File: config.mk
export PLATFORM = sky130hd
export DESIGN_NAME = fetch_stage
export DESIGN_NICKNAME = d
export VERILOG_FILES = /design/src/rtl/fetch_stage.sv
export SDC_FILE = /design/constraint.sdc
export NUM_CORES = 1
export LEC_CHECK = 0
export CAP_MARGIN = 0
export CORE_ASPECT_RATIO = 0.75
export CORE_UTILIZATION = 45
export CTS_CLUSTER_DIAMETER = 100
export DETAILED_ROUTE_END_ITERATION = 8
export GPL_TIMING_DRIVEN = 0
export PLACE_DENSITY_LB_ADDON = 0.08
export SYNTH_ARGS = -nofsm -noshare
export SYNTH_HDL_FRONTEND = slang
export SYNTH_SLANG_ARGS = --single-unit
File: constraint.sdc
create_clock -name clk -period 3.3 [get_ports clk]
set_input_delay 0.825 -clock clk [delete_from_list [all_inputs] [get_ports clk]]
set_output_delay 0.825 -clock clk [all_outputs]
set_load 0.05 [all_outputs]
File: src/rtl/fetch_stage.sv
// ---------------------------------------------------------------------------
// fetch_stage
// Instruction-fetch stage. Owns the program counter, issues reads to a
// synchronous-read instruction memory (data returns one cycle after the
// strobe) and fills the IF/ID pipeline register. Supports decode stalls,
// which lose nothing thanks to a one-entry skid buffer, and redirects
// (branch/jump), which flush everything in flight.
//
// Ports
//   clk             in   core clock, rising edge
//   rst_n           in   asynchronous active-low reset
//   pc_init         in   start PC, sampled in the first cycle after reset
//   stall           in   decode busy: hold PC and IF/ID
//   redirect_valid  in   branch/jump taken this cycle (beats stall)
//   redirect_pc     in   redirect target
//   imem_rd_en      out  instruction memory read strobe
//   imem_addr       out  instruction memory byte address (word aligned)
//   imem_rdata      in   read data, valid one cycle after imem_rd_en
//   if_id_valid     out  IF/ID holds a live instruction
//   if_id_pc        out  PC of the IF/ID instruction
//   if_id_pc4       out  if_id_pc + 4
//   if_id_instr     out  instruction word
//   align_err       out  sticky: a redirect target was not word aligned
//   fetch_count     out  instructions loaded into IF/ID (wrapping)
// ---------------------------------------------------------------------------
module fetch_stage #(
  parameter int AW    = 32,
  parameter int DW    = 32,
  parameter int CNT_W = 32
) (
  input  logic             clk,
  input  logic             rst_n,
  input  logic [AW-1:0]    pc_init,
  input  logic             stall,
  input  logic             redirect_valid,
  input  logic [AW-1:0]    redirect_pc,
  output logic             imem_rd_en,
  output logic [AW-1:0]    imem_addr,
  input  logic [DW-1:0]    imem_rdata,
  output logic             if_id_valid,
  output logic [AW-1:0]    if_id_pc,
  output logic [AW-1:0]    if_id_pc4,
  output logic [DW-1:0]    if_id_instr,
  output logic             align_err,
  output logic [CNT_W-1:0] fetch_count
);

  typedef enum logic {
    ST_INIT = 1'b0,
    ST_RUN  = 1'b1
  } state_t;

  function automatic logic [AW-1:0] word_align(input logic [AW-1:0] addr);
    word_align = {addr[AW-1:2], 2'b00};
  endfunction

  state_t          state_q, state_d;
  logic [AW-1:0]   pc_q, pc_d;
  logic            fetch_c;
  logic            redir_c;
  logic            stall_c;
  logic            run_c;

  // request stage: read issued, data arrives next cycle
  logic            req_pend_p0;
  logic [AW-1:0]   req_pc_p0;

  // skid stage: response caught while decode was stalled
  logic            skid_vld_p1;
  logic [AW-1:0]   skid_pc_p1;
  logic [DW-1:0]   skid_instr_p1;

  logic [AW-1:0]   load_pc;
  logic [DW-1:0]   load_instr;

  always_comb begin
    state_d = state_q;
    pc_d    = pc_q;
    fetch_c = 1'b0;
    redir_c = 1'b0;
    stall_c = 1'b0;
    run_c   = 1'b0;
    case (state_q)
      ST_INIT: begin
        pc_d    = word_align(pc_init);
        state_d = ST_RUN;
      end
      ST_RUN: begin
        if (redirect_valid) begin
          redir_c = 1'b1;
          pc_d    = word_align(redirect_pc);
        end else if (stall) begin
          stall_c = 1'b1;
        end else begin
          run_c   = 1'b1;
          fetch_c = 1'b1;
          pc_d    = pc_q + AW'(4);
        end
      end
      default: state_d = ST_INIT;
    endcase
  end

  assign imem_rd_en = fetch_c;
  assign imem_addr  = pc_q;

  // the skid entry is always older than a pending response, so it drains first
  assign load_pc    = skid_vld_p1 ? skid_pc_p1    : req_pc_p0;
  assign load_instr = skid_vld_p1 ? skid_instr_p1 : imem_rdata;

  always_ff @(posedge clk or negedge rst_n) begin
    if (!rst_n) begin
      state_q     <= ST_INIT;
      pc_q        <= '0;
      req_pend_p0 <= 1'b0;
      skid_vld_p1 <= 1'b0;
      if_id_valid <= 1'b0;
      if_id_pc    <= '0;
      if_id_pc4   <= '0;
      if_id_instr <= '0;
      align_err   <= 1'b0;
      fetch_count <= '0;
    end else begin
      state_q     <= state_d;
      pc_q        <= pc_d;
      req_pend_p0 <= fetch_c;
      if (redir_c) begin
        skid_vld_p1 <= 1'b0;
        if_id_valid <= 1'b0;
        if (redirect_pc[1:0] != 2'b00) align_err <= 1'b1;
      end else if (stall_c) begin
        if (req_pend_p0) skid_vld_p1 <= 1'b1;
      end else if (run_c) begin
        if (skid_vld_p1 || req_pend_p0) begin
          skid_vld_p1 <= 1'b0;
          if_id_valid <= 1'b1;
          if_id_pc    <= load_pc;
          if_id_pc4   <= load_pc + AW'(4);
          if_id_instr <= load_instr;
          fetch_count <= fetch_count + CNT_W'(1);
        end else begin
          if_id_valid <= 1'b0;
        end
      end
    end
  end

  // data-only registers, qualified by the valid flags above
  always_ff @(posedge clk) begin
    if (fetch_c) req_pc_p0 <= pc_q;
    if (stall_c && req_pend_p0) begin
      skid_pc_p1    <= req_pc_p0;
      skid_instr_p1 <= imem_rdata;
    end
  end

endmodule

# Yosys cells after proc, flatten, opt, wreduce, memory -nomap -nowiden
# Cells that the tools add are included.
# totals
ff_bits,261
latchBits,0
ram_bits,0
romBits,0
out_inout_bits,163
memories,0
# op_classes
n_addsub,3
n_mul,0
n_div,0
n_lt_le_gt_ge,0
n_eq_ne,3
n_shift,0
n_mux,22
bitwise_logic,3
reduce_logical,10
# op_table
cell,n
two-way mux 32 bit,4
adder 32 x 3 -> 32 bit (second input constant),2
one-hot mux 32 bit (2 select lines),1
adder 32 x 1 -> 32 bit (second input constant),1
two-way mux 1 bit,17
nonzero test 3 bit,2
AND reduction 2 bit,2
AND reduction 4 bit,1
nonzero test 2 bit,2
!= test 3 x 2 -> 1 bit (second input constant),1
!= test 3 bit (second input constant),1
inverter 1 bit,3
AND reduction 3 bit,1
!= test 2 bit (second input constant),1
logical AND 1 bit,1
logical OR 1 bit,1

# Depth between registers and ports, before layout
# logic_depth
ltp_word,6
ltp_mapped,10

# Least setup slack after synthesis
# OpenSTA, ideal clock, no wires.
# synth_timing
path_type,input -> register
start,input port redirect_valid
end,register if_id_pc4[28]
setup_ns,0.133
t_arrival_ns,3.390
required_time_ns,3.167
setup_slack_ns,-0.223
path_stages,9
n_path_buf,4
cell_sequence,or3b_1 buf_2 inv_1 o21ai_1 clkbuf_1 buf_2 buf_2 nand2_1 o31ai_1
# synth_between
word_cells_on_any_way,9
cone_classes,6 x mux; 2 x bitwise; 1 x reduce/logical
# synth_lines
item,line_no,text
"start, declared",35,"input logic redirect_valid,"
two-way mux 1 bit (2 in a row),-,
net imem_rd_en,37,"output logic imem_rd_en,"
AND reduction 4 bit (no line),-,
"end signal, assigned",138,if_id_pc4 <= load_pc + AW'(4);
"end, declared",42,"output logic [AW-1:0] if_id_pc4,"
# The timed path passes the listed nets, and every way through them passes these cells.
# A chain may end at the register's enable or synchronous reset.

# Final worst setup path
# layout_timing
start,input port redirect_valid
end,output port imem_rd_en
# layout_between
elab_chain_cells,2
# layout_lines
item,line_no,text
two-way mux 1 bit,89,if (redirect_valid) begin
two-way mux 1 bit,83,case (state_q)
"end, declared",37,
# Every way passes these cells.

==> flow_summary.yaml <==
route:
  ant_nets: 0
  dr.pass1.iters: 7
  vias_per_cell: 5.445
  first_iter_violations: 566
  vias: 8772
  top_layer: "met4"
  dr_wl_met3_um: 2001
  wl_per_cell_um: 19.43
  drc: 0
  routedLengthMet1_um: 15050
  wl_met2_um: 13820
  wl_um: 31310
sta:
  rsz0062_at_grt: "no"
  hold_viol: 0
  worstMarginPinSlew_ns: 0.9281
  slew_violations: 0
  tns_ns: 0
  max_slew_margin_pct: 38.13
  finClkSkew_ns: 0.02114
  finalCritPeriodShare_pct: 99.07
  max_freq_mhz: 305.9
  finalCriticalPeriod_ns: 3.269
  setup-violations-final: 0
grt:
  grt_max_degree: 100
  grt_pass1_vias: 8460
  grt.overflow.total: 0
  grt_pass1_wl_um: 48730
  track_usage_pct: 24.42
  antenna_found_initial: 0
final_layout:
  final_nets: 1365
  antenna_cells: 0
  multi_input_area_mm2: 0.004232
  fillers: 1999
  regArea_mm2: 0.006741
  final_cell_mix: "252 x clkdlybuf4s50_1, 159 x dfrtp_1, 157 x nand2_1"
  layout_commonest_cell: "clkdlybuf4s50_1"
  synthToLayoutAreaGrowth_pct: 34.64
  drive_above_1_share_pct: 7.656
clocking:
  clock_latency_ns: 0.53
  clockBufferDepth: 3
  numCtsBuffers: 25
  cts_tree: "built"
  holdBufCountCts: 0
  root_buffer: "clkbuf_16"
  cts-htree-levels: 1
  clk_transition_reported_paths_ns: 0.06
  cts_sinks: 251
floorplan:
  die_w_um: 184.8
  die_h_um: 139.1
  io_pins: 263
  dieArea_mm2: 0.02571
  floorplan.initialDensity_pct: 46.45
  fp.coreArea_mm2: 0.02428
  std_cell_rows: 49
setup_path:
  crit_chain: "clkdlybuf4s50_1, or3b_1, buf_2, clkinvlp_4, clkdlybuf4s15_2"
  cpMaxStageDelayCell: "clkdlybuf4s50_1"
  r2r_start: "skid_vld_p1$_DFFE_PN0P_"
  slowest_delay_ns: 0.50
  worstSetupEndpointType: "primary output"
  cp_data_arrival_time_ns: 2.44
  startpoint_type: "input port"
  cp_top_family: "buffers and inverters"
  worstSetupPathType: "input port to primary output"
  rr_worst_depth: 10
  critPathRequiredTime_ns: 2.47
  worstPathMaxFanout: 9
  crit_buf_inv: 4
  r2r_slack_ns: 0.18
  r2r_end: "if_id_pc4[20]$_DFFE_PN0P_"
synth:
  synth_seq_cells: 251
  avgSynthCellArea_um2: 11.60
  ys_seq_area_share_pct: 59.77
  ys.warnings.count: 0
  ys.flop_type: "dfrtp_1"
  async_flop_share_pct: 63.35
  synth_area_mm2: 0.01128
  synthCells: 972
  synth-edff-count: 92
  synth.distinct_cells: 71
placement:
  dpl.hpwl_um: 22750
  gp_congestion: 0.8414
  io_buffers: 254
min_path:
  hold_class: "input port to async pin"
status:
  outcome: "completed"
pwr:
  ir_drop_mv: 0.3529
  power.total_mw: 9.860
  cellPowerDensity_mw_per_mm2: 649.4
  p_leak_nw: 5.925
job:
  drv_cap: 0
-- flip-flops by register name (all words and copies together) (netlist names) --
name	count
skid_vld_p1	1
fetch_count	32
skid_pc_p1	30
skid_instr_p1	32
if_id_valid	1
req_pend_p0	1
state_q	1
req_pc_p0	30
if_id_instr	32
if_id_pc4	30
imem_addr	30
align_err	1
if_id_pc	30
-- worst max-delay path by stage --
stage	start	to	slack, ns	cells past startpoint
finish	redirect_valid	imem_rd_en	0.03	5
global route	redirect_valid	imem_rd_en	0.0009	5
CTS	redirect_valid	imem_rd_en	0.04	5
detailed placement	redirect_valid	if_id_pc4[27]$_DFFE_PN0P_	-1.39	10
global placement	rst_n	imem_addr[27]$_DFFE_PN0P_	-5.54	1
floorplan	redirect_valid	if_id_pc4[25]$_DFFE_PN0P_	0.18	9
-- repair_timing --
item	CTS	global route
cloned	1	0
endpoints found under the setup margin	94	6
resized for setup	5	3
buffers inserted	2	0
-- metal layers --
| metal | GRT usage [%] | vias to the layer above |
|---|---|---|
| met4 | 4.219 | 0 |
| met2 | 35.83 | 269 |
| met5 | 0 | - |
| met3 | 4.149 | 34 |
| li1 | - | 4086 |
| met1 | 38.10 | 4383 |
-- per-stage QoR --
step	setup slack, ns	utilization, %	cell area (µm²)	hold WS [ns]	std cells
final	0.03075	62.54	15180	0.2363	1611
after global routing	0.0008682	62.54	15180	0.2681	1611
after CTS	0.03930	62.50	15170	0.2418	1611
after detailed placement	-1.389	58.88	14300	0.4411	1563
after global placement	-5.537	58.73	14260	0.4381	1562
after floorplan	0.1783	-	11300	0.4257	977
-- logic make-up (layout without fill, tap and decap cells) --
family	count (synthesis)	in the layout	share of synthesized area (%)
simple gates	316	316	14.14
flops	251	251	59.77
compound gates	185	185	10.23
xor+xnor	77	77	5.980
mux	71	71	6.423
buf+inv	67	370	3.051
fa+ha+maj	3	3	0.3329
other cells	2	7	0.06659
-- area by class of cell --
cell class	instances	area share (%)
well taps	331	2.727
repair buffers	257	17.06
multi-input cells	659	27.87
plain buffers	55	1.978
flip-flops and latches	251	44.40
repair inverters	1	0.03296
inverters	12	0.3214
clock inverters	10	0.9723
clock buffers	35	4.639
-- power breakdown --
part           internal [mW]  leakage, nW  switching [mW]
clock network           1.80        0.418            1.19
logic                  0.985         2.66            1.96
registers               3.63         2.85           0.302
total                   6.41         5.93            3.45
-- synth_stat cells (3+ instances only) --
cell	n	share of area [%]
buf_4	7	0.47
a21oi_1	10	0.44
xor2_1	24	1.9
and4_1	8	0.62
nor2b_1	6	0.33
nand2_1	158	5.3
or3_1	3	0.17
ha_1	3	0.33
clkbuf_1	31	1.0
mux2i_1	60	5.3
and3_1	11	0.61
dfrtp_1	159	35
nand3_1	29	1.3
nand3b_1	5	0.33
inv_1	11	0.37
nand4_1	19	1.1
nor4_1	7	0.39
nand4b_1	5	0.39
o21ai_0	113	5.0
and2_1	7	0.39
nor2_1	21	0.70
o31ai_1	9	0.60
edfxtp_1	92	24
mux2_2	11	1.1
nand4_2	3	0.33
nor3_1	19	0.84
o211ai_1	13	0.87
o31a_1	4	0.31
a21o_1	3	0.20
buf_2	10	0.44
buf_6	5	0.50
a31oi_1	3	0.17
xnor2_1	53	4.1
a221o_1	8	0.71
No activity file was read; power rests on OpenSTA's default activity.
